<file path="src/rtl/mac_requant_drain_pkg.sv">
// Shared constants, state encoding and saturation limits for the MAC requantise/drain stage.
package mac_requant_drain_pkg;

   localparam int unsigned LANES   = 16;
   localparam int unsigned IN_W    = 17;
   localparam int unsigned OUT_W   = 8;
   localparam int unsigned LANE_W  = 4;
   localparam int unsigned SHIFT_W = 4;

   localparam int SAT_MAX = 127;
   localparam int SAT_MIN = -128;

   localparam logic [LANE_W-1:0] LAST_LANE = LANE_W'(LANES - 1);

   typedef enum logic [1:0] {
      IDLE,
      QUANT,
      DRAIN
   } state_t;

endpackage

</file>
<file path="src/rtl/mac_requant_drain_if.sv">
// Capture bus from the MAC core plus the quantised output stream to the activation buffer.
interface mac_requant_drain_if;
   import mac_requant_drain_pkg::*;

   logic                    capture;
   logic [LANES*IN_W-1:0]   din;
   logic [SHIFT_W-1:0]      shift;
   logic                    relu_en;
   logic                    busy;
   logic                    out_valid;
   logic                    out_ready;
   logic [OUT_W-1:0]        out_data;
   logic [LANE_W-1:0]       out_lane;
   logic                    out_last;
   logic                    out_sat;
   logic                    overflow;

   // Producer/consumer side: drives the capture bus and the ready, watches the stream.
   modport master (
      output capture, din, shift, relu_en, out_ready,
      input  busy, out_valid, out_data, out_lane, out_last, out_sat, overflow
   );

   // Stage side.
   modport slave (
      input  capture, din, shift, relu_en, out_ready,
      output busy, out_valid, out_data, out_lane, out_last, out_sat, overflow
   );

endinterface

</file>
<file path="src/rtl/mac_requant_drain_requant_lane.sv">
// One lane of requantisation: optional ReLU, round-half-up arithmetic right shift, signed 8-bit clamp.
module requant_lane
   import mac_requant_drain_pkg::*;
(
   input  logic [IN_W-1:0]    i_x,
   input  logic [SHIFT_W-1:0] i_shift,
   input  logic               i_relu_en,
   output logic [OUT_W-1:0]   o_q,
   output logic               o_sat
);

   // One guard bit keeps the rounding add from overflowing for any 17-bit input.
   localparam int unsigned XW = IN_W + 1;
   localparam logic signed [XW-1:0] L_ONE = XW'(1);
   localparam logic signed [XW-1:0] L_MAX = XW'(SAT_MAX);
   localparam logic signed [XW-1:0] L_MIN = XW'(SAT_MIN);

   logic signed [XW-1:0] w_x;
   logic signed [XW-1:0] w_rnd;
   logic signed [XW-1:0] w_sh;

   // ReLU, rounding shift and saturation for a single lane.
   always_comb begin
      w_x   = {i_x[IN_W-1], i_x};
      w_rnd = w_x;
      w_sh  = w_x;
      o_q   = '0;
      o_sat = 1'b0;
      if (i_relu_en && w_x[XW-1]) begin
         w_x = '0;
      end
      if (i_shift != '0) begin
         w_rnd = w_x + (L_ONE << (i_shift - SHIFT_W'(1)));
         w_sh  = w_rnd >>> i_shift;
      end else begin
         w_sh  = w_x;
      end
      if (w_sh > L_MAX) begin
         o_q   = L_MAX[OUT_W-1:0];
         o_sat = 1'b1;
      end else if (w_sh < L_MIN) begin
         o_q   = L_MIN[OUT_W-1:0];
         o_sat = 1'b1;
      end else begin
         o_q   = w_sh[OUT_W-1:0];
      end
   end

endmodule

</file>
<file path="src/rtl/mac_requant_drain.sv">
// Captures a 16-lane MAC result set, quantises all lanes in one cycle and drains them one per handshake.
module mac_requant_drain
   import mac_requant_drain_pkg::*;
(
   input  logic                Clk,
   input  logic                reset,
   mac_requant_drain_if.slave  bus
);

   state_t                         r_state;
   logic [LANES*IN_W-1:0]          r_din;
   logic [SHIFT_W-1:0]             r_shift;
   logic                           r_relu;
   logic [LANES-1:0][OUT_W-1:0]    r_q;
   logic [LANES-1:0]               r_sat;
   logic [LANE_W-1:0]              r_cnt;
   logic                           r_busy;
   logic                           r_valid;
   logic [OUT_W-1:0]               r_data;
   logic                           r_last;
   logic                           r_sat_o;
   logic                           r_ovf;

   logic [LANES-1:0][OUT_W-1:0]    w_q;
   logic [LANES-1:0]               w_sat;
   logic                           w_hs;
   logic                           w_hs_last;
   logic [LANE_W-1:0]              w_nxt;

   assign w_hs      = r_valid & bus.out_ready;
   assign w_hs_last = w_hs & (r_cnt == LAST_LANE);
   assign w_nxt     = r_cnt + LANE_W'(1);

   for (genvar g = 0; g < LANES; g++) begin : g_lane
      requant_lane u_lane (
         .i_x       (r_din[g*IN_W +: IN_W]),
         .i_shift   (r_shift),
         .i_relu_en (r_relu),
         .o_q       (w_q[g]),
         .o_sat     (w_sat[g])
      );
   end

   // Control FSM with registered stream outputs; a capture on the final handshake chains straight into QUANT.
   always_ff @(posedge Clk) begin
      if (reset) begin
         r_state <= IDLE;
         r_din   <= '0;
         r_shift <= '0;
         r_relu  <= 1'b0;
         r_q     <= '0;
         r_sat   <= '0;
         r_cnt   <= '0;
         r_busy  <= 1'b0;
         r_valid <= 1'b0;
         r_data  <= '0;
         r_last  <= 1'b0;
         r_sat_o <= 1'b0;
         r_ovf   <= 1'b0;
      end else begin
         unique case (r_state)
            IDLE: begin
               if (bus.capture) begin
                  r_din   <= bus.din;
                  r_shift <= bus.shift;
                  r_relu  <= bus.relu_en;
                  r_busy  <= 1'b1;
                  r_state <= QUANT;
               end
            end
            QUANT: begin
               r_q     <= w_q;
               r_sat   <= w_sat;
               r_cnt   <= '0;
               r_valid <= 1'b1;
               r_data  <= w_q[0];
               r_sat_o <= w_sat[0];
               r_last  <= 1'b0;
               r_state <= DRAIN;
            end
            DRAIN: begin
               if (w_hs_last) begin
                  r_valid <= 1'b0;
                  r_last  <= 1'b0;
                  if (bus.capture) begin
                     r_din   <= bus.din;
                     r_shift <= bus.shift;
                     r_relu  <= bus.relu_en;
                     r_state <= QUANT;
                  end else begin
                     r_busy  <= 1'b0;
                     r_state <= IDLE;
                  end
               end else if (w_hs) begin
                  r_cnt   <= w_nxt;
                  r_data  <= r_q[w_nxt];
                  r_sat_o <= r_sat[w_nxt];
                  r_last  <= (w_nxt == LAST_LANE);
               end
            end
            default: begin
               r_state <= IDLE;
            end
         endcase
         if (bus.capture && ((r_state == QUANT) || ((r_state == DRAIN) && !w_hs_last))) begin
            r_ovf <= 1'b1;
         end
      end
   end

   assign bus.busy      = r_busy;
   assign bus.out_valid = r_valid;
   assign bus.out_data  = r_data;
   assign bus.out_lane  = r_cnt;
   assign bus.out_last  = r_last;
   assign bus.out_sat   = r_sat_o;
   assign bus.overflow  = r_ovf;

endmodule
</file>
<file path="src/flat_wrapper.sv">
// flat-port wrapper written by rule: the top's interface ports become plain ports
module mac_requant_drain_flat import mac_requant_drain_pkg::*;
  (Clk, reset, bus_capture, bus_din, bus_shift, bus_relu_en, bus_out_ready, bus_busy, bus_out_valid, bus_out_data, bus_out_lane, bus_out_last, bus_out_sat, bus_overflow);
  mac_requant_drain_if bus_i ();
  input  logic Clk;
  input  logic reset;
  input wire logic [$bits(bus_i.capture)-1:0] bus_capture;
  input wire logic [$bits(bus_i.din)-1:0] bus_din;
  input wire logic [$bits(bus_i.shift)-1:0] bus_shift;
  input wire logic [$bits(bus_i.relu_en)-1:0] bus_relu_en;
  input wire logic [$bits(bus_i.out_ready)-1:0] bus_out_ready;
  output wire logic [$bits(bus_i.busy)-1:0] bus_busy;
  output wire logic [$bits(bus_i.out_valid)-1:0] bus_out_valid;
  output wire logic [$bits(bus_i.out_data)-1:0] bus_out_data;
  output wire logic [$bits(bus_i.out_lane)-1:0] bus_out_lane;
  output wire logic [$bits(bus_i.out_last)-1:0] bus_out_last;
  output wire logic [$bits(bus_i.out_sat)-1:0] bus_out_sat;
  output wire logic [$bits(bus_i.overflow)-1:0] bus_overflow;
  assign bus_i.capture = bus_capture;
  assign bus_i.din = bus_din;
  assign bus_i.shift = bus_shift;
  assign bus_i.relu_en = bus_relu_en;
  assign bus_i.out_ready = bus_out_ready;
  assign bus_busy = bus_i.busy;
  assign bus_out_valid = bus_i.out_valid;
  assign bus_out_data = bus_i.out_data;
  assign bus_out_lane = bus_i.out_lane;
  assign bus_out_last = bus_i.out_last;
  assign bus_out_sat = bus_i.out_sat;
  assign bus_overflow = bus_i.overflow;
  mac_requant_drain u_core (.Clk(Clk), .reset(reset), .bus(bus_i));
endmodule
</file>
<file path="config.mk">
export PLATFORM = sky130hd
export DESIGN_NAME = mac_requant_drain_flat
export DESIGN_NICKNAME = d
export VERILOG_FILES = /design/src/rtl/mac_requant_drain_pkg.sv /design/src/rtl/mac_requant_drain_if.sv /design/src/rtl/mac_requant_drain_requant_lane.sv /design/src/rtl/mac_requant_drain.sv /design/src/flat_wrapper.sv
export SDC_FILE = /design/constraint.sdc
export NUM_CORES = 2
export LEC_CHECK = 0
export CAP_MARGIN = 20
export CELL_PAD_IN_SITES_DETAIL_PLACEMENT = 1
export CELL_PAD_IN_SITES_GLOBAL_PLACEMENT = 2
export CORE_ASPECT_RATIO = 0.9
export CORE_MARGIN = 1
export CORE_UTILIZATION = 25
export CTS_CLUSTER_SIZE = 28
export DETAILED_ROUTE_END_ITERATION = 16
export PLACE_DENSITY_LB_ADDON = 0.1
export SLEW_MARGIN = 20
export SYNTH_ARGS = -nofsm -noshare
export SYNTH_HDL_FRONTEND = slang
export SYNTH_SLANG_ARGS = --single-unit
</file>
<file path="constraint.sdc">
create_clock -name Clk -period 8 [get_ports Clk]
set_input_delay 1.2 -clock Clk [delete_from_list [all_inputs] [get_ports Clk]]
set_output_delay 1.2 -clock Clk [all_outputs]
set_load 0.02 [all_outputs]
</file>
Word-level counts from Yosys, hierarchy flattened
Index checks and enable logic that the tools add are counted.
{"block": "totals", "reg_bits": 440, "in_bits": 281, "wordCells": 269}
{"block": "classes", "shifts": 17, "reduce_logical": 30, "bitwise": 2, "n_mux": 131, "addsub": 18, "n_lt_le_gt_ge": 33, "n_eq_ne": 10}
{"operator": "$mux W18", "count": 32}
{"operator": "$mux W272", "count": 2}
{"operator": "$pmux W272 S2", "count": 1}
{"operator": "$add A18 B18 Y18", "count": 16}
{"operator": "$gt A18 B8 Y1 const B", "count": 16}
{"operator": "$lt A18 B8 Y1 const B", "count": 16}
{"operator": "$sshr A18 B4 Y18", "count": 16}
{"operator": "$mux W8", "count": 35}
{"operator": "$mux W1", "count": 44}
{"operator": "$bmux W8 S4", "count": 1}
{"operator": "$logic_and A1 B1 Y1", "count": 18}
{"operator": "$shl A1 B4 Y18 const A", "count": 1}
{"operator": "$mux W4", "count": 4}
{"operator": "$pmux W4 S2", "count": 2}
{"operator": "$pmux W8 S2", "count": 1}
{"operator": "$pmux W1 S2", "count": 5}
{"operator": "$eq A4 B4 Y1 const B", "count": 2}
{"operator": "$reduce_and A2 Y1", "count": 4}
{"operator": "$ne A2 B2 Y1 const B", "count": 3}
{"operator": "$pmux W2 S3", "count": 1}
{"operator": "$lt A4 B5 Y1 const B", "count": 1}
{"operator": "$add A4 B1 Y4 const B", "count": 1}
{"operator": "$bmux W1 S4", "count": 1}
{"operator": "$mux W2", "count": 2}
{"operator": "other kinds (13)", "count": 16}

Depth between registers and ports, before layout
{"block": "depth", "word_depth": 9, "ltp_mapped": 27, "depth_no_buf": 18}

By module
Synthesis repeated with hierarchy kept, for this count alone.
{"block": "unflattened", "hier_cells": 8308, "area_unflattened_um2": 58479.8}
{"module": "requant_lane (u_core.g_lane[10].u_lane ...)", "n_inst": 10, "area_per_inst_um2": 2551.2, "cells_per_inst": 388}
{"module": "mac_requant_drain", "n_inst": 1, "area_per_inst_um2": 17458.0, "cells_per_inst": 2107}
{"module": "requant_lane (u_core.g_lane[7].u_lane ...)", "n_inst": 3, "area_per_inst_um2": 2632.5, "cells_per_inst": 395}
{"module": "requant_lane (u_core.g_lane[0].u_lane)", "n_inst": 1, "area_per_inst_um2": 2538.7, "cells_per_inst": 388}
{"module": "requant_lane (u_core.g_lane[14].u_lane)", "n_inst": 1, "area_per_inst_um2": 2538.7, "cells_per_inst": 374}
{"module": "requant_lane (u_core.g_lane[13].u_lane)", "n_inst": 1, "area_per_inst_um2": 2534.9, "cells_per_inst": 374}

Worst setup path after synthesis
Ideal clock, no wire load.
{"block": "synth_path", "path_type": "register to register", "start": "register u_core.r_shift[1]", "end": "register u_core.r_q[69] (netlist bit)", "path_slack_ns": 1.010, "arrival_time_ns": 6.855, "n_path_buf": 11, "path_stages_with_launch": 28, "setup_time_ns": 0.136, "cell_sequence": "dfxtp_1 -> clkbuf_1 -> inv_1 -> buf_2 -> buf_2 -> buf_2 -> buf_1 -> buf_2 -> buf_2 -> buf_1 -> clkbuf_1 -> nand2_1 -> nor2_1 -> ha_1 -> clkbuf_1 -> a21o_1 -> a21oi_1 -> o21ai_0 -> a221o_1 -> a311o_1 -> mux2_2 -> o211ai_1 -> nand3b_1 -> or4b_2 -> o21ai_1 -> and2_1 -> buf_2 -> a211oi_1"}
{"block": "synth_via", "elab_chain_cells": 8}
{"element": "from (decl)", "line_no": "mac_requant_drain.sv:12", "source": "logic [SHIFT_W-1:0] r_shift;"}
{"element": "from (signal assigned)", "line_no": "mac_requant_drain.sv:65", "source": "r_shift <= bus.shift;"}
{"element": "from (signal assigned)", "line_no": "mac_requant_drain.sv:87", "source": "r_shift <= bus.shift;"}
{"element": "$sub A4 B1 Y4", "line_no": "mac_requant_drain_requant_lane.sv:33", "source": "w_rnd = w_x + (L_ONE << (i_shift - SHIFT_W'(1)));"}
{"element": "$shl A1 B4 Y18", "line_no": "mac_requant_drain_requant_lane.sv:33"}
{"element": "$add A18 B18 Y18", "line_no": "mac_requant_drain_requant_lane.sv:33"}
{"element": "$sshr A18 B4 Y18", "line_no": "mac_requant_drain_requant_lane.sv:34", "source": "w_sh = w_rnd >>> i_shift;"}
{"element": "$mux W18 *", "line_no": "mac_requant_drain_requant_lane.sv:32", "source": "if (i_shift != '0) begin"}
{"element": "$lt A18 B8 Y1", "line_no": "mac_requant_drain_requant_lane.sv:41", "source": "end else if (w_sh < L_MIN) begin"}
{"element": "$mux W8", "line_no": "mac_requant_drain_requant_lane.sv:41"}
{"element": "$mux W8 *", "line_no": "mac_requant_drain_requant_lane.sv:38", "source": "if (w_sh > L_MAX) begin"}
{"element": "to (signal assigned)", "line_no": "mac_requant_drain.sv:72", "source": "r_q <= w_q;"}
{"element": "to (decl)", "line_no": "mac_requant_drain.sv:14", "source": "logic [LANES-1:0][OUT_W-1:0] r_q;"}
Every way passes the cells marked *; elsewhere a longest branch is shown, timed or not.
A chain may end at the register's enable or synchronous reset.

Worst setup path after layout
{"block": "layout_path", "start": "register u_core.r_shift[1]", "end": "register u_core.r_q[36] (netlist bit)"}
The elaborated chain is that of the path after synthesis.

==> impl_metrics.yaml <==
clock_network:
  cts-root-buf: "clkbuf_16"
  htree_levels: 2
  cts_resized: 0
  cts_made_buffers: 59
  hold_buffers: 0
  clk_latency_ns: 0.75
  cts_tree: "built"
  postCtsSetupBuffers: 0
  clock-sinks: 440
  cts_max_path_buffers: 3
  path_clk_slew_ns: 0.06
place:
  pre_cts_ws_ns: 0.873
  hpwlAfterDp_um: 233000
  place.gp.congestion: 0.940
  place_inst: 9892
  port_buffers: 297
  post_dp_cell_area_mm2: 0.0574
timing:
  fin_hold_ws_ns: 0.448
  slew_violations: 0
  finalSetupTns_ns: 0
  timing.slew.headroom: 0.229
  fin_skew_ns: 0.0455
  max_slew.worst_pin.slew_ns: 1.15
  fmax_mhz: 140
  rsz0062_at_grt: "false"
  finalCritPeriodShare: 0.891
  setup_ws_ns: 0.869
  finalHoldViolCount: 0
  min_period_ns: 7.13
  setup_viol: 0
min_path:
  hold_depth: 2
  hp-class: "reg2reg"
die:
  std_cell_rows: 157
  die_y_um: 432
  core_area_mm2: 0.204
  die_width_um: 479
  die_area_mm2: 0.207
  start_util: 0.252
  io_pins: 298
finish:
  final_util: 0.292
  nFillCells: 24800
  layout.nets: 7793
  final_cells: 10000
  layout-drive-gt1-share: 0.0814
  post-route-cell-area_mm2: 0.0595
  regArea_mm2: 0.00883
  synthToLayoutAreaGrowth_pct: 16.1
  multiInputGateArea_mm2: 0.0401
power:
  ir_drop_uv: 127
  cellLeakagePower_nw: 22.8
  p_per_area_mw_per_mm2: 183
  total_power_mw: 10.9
synthesis:
  synth_warnings: 0
  postSynth.asyncResetShare: 0
  ys.flop_type: "dfxtp_1"
  synth.avg_cell_area_um2: 7.07
  synth_nets: 7799
  synth-seq-cells: 440
  synth_cell_type_count: 123
  syn_inst: 7256
  yosysSeqAreaShare: 0.172
  synth_edf_count: 0
  netlist_area_mm2: 0.0513
route:
  drt-wirelength-per-cell_um: 31.3
  drcViolationCount: 0
  drt-total-wl_um: 314000
  ant_nets: 0
  via_count: 60100
  dr.pass1.iters: 8
  vias_per_cell: 6.00
  drtIter0Drc: 6098
global_routing:
  grt_pass1_wl_um: 445000
  grt_max_degree: 163
  grt_usage: 0.293
  antenna_found_initial: 26
  grt_pass1_vias: 58800
  grt.overflow.total: 0
setup_path:
  endpoint_kind: "flop"
  start_kind: "flop"
  crit_type: "reg2reg"
  worstRegToRegCells: 17
  cp.required_ns: 8.61
  crit_arrival_ns: 7.74
  cp_max_fo: 35
job:
  cap_violations: 0
outcome:
  status: "complete, no violations"
cells by family after synthesis:
logic type | count (synthesis) | share of synthesized area
flip-flops | 440 | 0.172
buffers and inverters | 681 | 0.0508
XOR/XNOR | 219 | 0.0375
AO/OA/AOI/OAI | 2617 | 0.347
adder cells (fa/ha/maj) | 293 | 0.0725
AND/OR/NAND/NOR | 2723 | 0.242
multiplexers | 283 | 0.0779
path summary, 6_finish.rpt:
| kind | start | to | slack [ns] |
|---|---|---|---|
| max | u_core.r_shift[1]$_SDFFE_PP0P_ | u_core.r_q[36]$_SDFFE_PP0N_ | 0.87 |
| min | u_core.bus.overflow$_SDFFE_PP0P_ | u_core.bus.overflow$_SDFFE_PP0P_ | 0.45 |
| max reg2reg | u_core.r_shift[1]$_SDFFE_PP0P_ | u_core.r_q[36]$_SDFFE_PP0N_ | 0.87 |
| min reg2reg | u_core.bus.overflow$_SDFFE_PP0P_ | u_core.bus.overflow$_SDFFE_PP0P_ | 0.45 |
worst max-delay path: stages (launching register included):
cell and delay [ns]:
dfxtp_4 0.71, nand2_1 0.31, buf_4 0.35, nor2_4 0.80, buf_4 0.51, ha_1 0.40, nand2_1 0.11, nand3_1 0.10
nor4b_1 0.59, nor2_1 0.15, xnor2_1 0.64, o22ai_1 0.18, a2111oi_0 0.60, o41ai_1 0.19, or4_1 0.50, o21ai_1 0.41
nand2_1 0.13, a31o_2 0.27
per-layer routing:
metal / wire [um] / vias to the layer above / GRT usage
met4: 10700 / 16 / 0.0947
met5: 105 / - / 0
li1: - / 27000 / -
met1: 147000 / 30400 / 0.420
met2: 132000 / 2263 / 0.439
met3: 23400 / 410 / 0.0487
synth_stat cells, types with 25 or more instances:
| library cell | count | share of area |
|---|---|---|
| a2111oi_0 | 26 | 0.0044 |
| o2111ai_1 | 34 | 0.0058 |
| and3_1 | 47 | 0.0057 |
| or3_1 | 34 | 0.0041 |
| o22ai_1 | 82 | 0.010 |
| mux2i_1 | 147 | 0.029 |
| a221oi_1 | 49 | 0.0084 |
| a21o_1 | 119 | 0.017 |
| inv_1 | 142 | 0.010 |
| xnor2_1 | 139 | 0.024 |
| nor2_1 | 630 | 0.046 |
| o221ai_1 | 58 | 0.0099 |
| a22oi_1 | 62 | 0.0091 |
| nor4_1 | 39 | 0.0048 |
| ha_1 | 246 | 0.060 |
| nand2_1 | 1192 | 0.087 |
| xor2_1 | 79 | 0.013 |
| nand3_1 | 111 | 0.011 |
| a211o_1 | 49 | 0.0084 |
| o31ai_1 | 25 | 0.0037 |
| o21bai_1 | 34 | 0.0050 |
| dfxtp_1 | 440 | 0.17 |
| a21oi_1 | 735 | 0.072 |
| a31oi_1 | 71 | 0.0087 |
| o211ai_1 | 150 | 0.022 |
| or2_2 | 31 | 0.0038 |
| o21a_1 | 77 | 0.011 |
| a211oi_1 | 244 | 0.036 |
| nor3_1 | 120 | 0.012 |
| buf_1 | 76 | 0.0056 |
| nor2b_1 | 45 | 0.0055 |
| clkbuf_1 | 438 | 0.032 |
| a21boi_0 | 36 | 0.0053 |
| mux2_2 | 46 | 0.010 |
| and2_1 | 282 | 0.034 |
| nand2b_1 | 50 | 0.0061 |
| o21ai_0 | 386 | 0.038 |
| mux4_2 | 88 | 0.039 |
| nand4_1 | 37 | 0.0045 |
state kept, by name (all words and copies together), names as in the netlist:
register	flops
u_core.bus.overflow	1
u_core.bus.out_valid	1
u_core.r_sat	16
u_core.r_state	2
u_core.r_shift	4
u_core.bus.busy	1
u_core.r_q	128
u_core.bus.out_lane	4
u_core.bus.out_sat	1
u_core.bus.out_last	1
u_core.bus.out_data	8
u_core.r_din	272
u_core.r_relu	1
cell type report:
cell class                 instances  share of cell area
tap                             2703              0.0568
sequential                       440               0.148
inverter                         143             0.00935
clock buffer                      84              0.0293
multi-input combinational       6135               0.673
timing repair buffer             471              0.0762
antenna                           11            0.000462
clock inverter                    26             0.00633
report_power, final:
part	total, mW	switching (mW)	internal, mW	leakage (nW)
Sequential	2.81	0.367	2.44	3.62
Clock	2.98	1.21	1.77	1.04
Combinational	5.10	3.40	1.71	18.1
layout by cell type (no fill, tap or decap), drive strengths merged, types with 58 or more instances in the layout:
master | synthesis | routed
dfxtp | 440 | 440
a211oi | 250 | 250
a21o | 119 | 119
nor3 | 120 | 120
nand2 | 1192 | 1192
o211ai | 150 | 150
o21a | 77 | 77
xor2 | 79 | 79
o22ai | 83 | 83
buf | 100 | 175
and2 | 285 | 285
mux2i | 149 | 149
o221ai | 58 | 58
xnor2 | 140 | 140
a21oi | 736 | 736
a22oi | 62 | 62
clkbuf | 438 | 84
a31oi | 72 | 72
clkdlybuf4s50 | 0 | 296
mux4 | 88 | 88
ha | 246 | 246
inv | 142 | 147
nor2 | 633 | 633
nand3 | 111 | 111
o21ai | 398 | 398
Note: power is estimated with default switching activity, not from simulation.
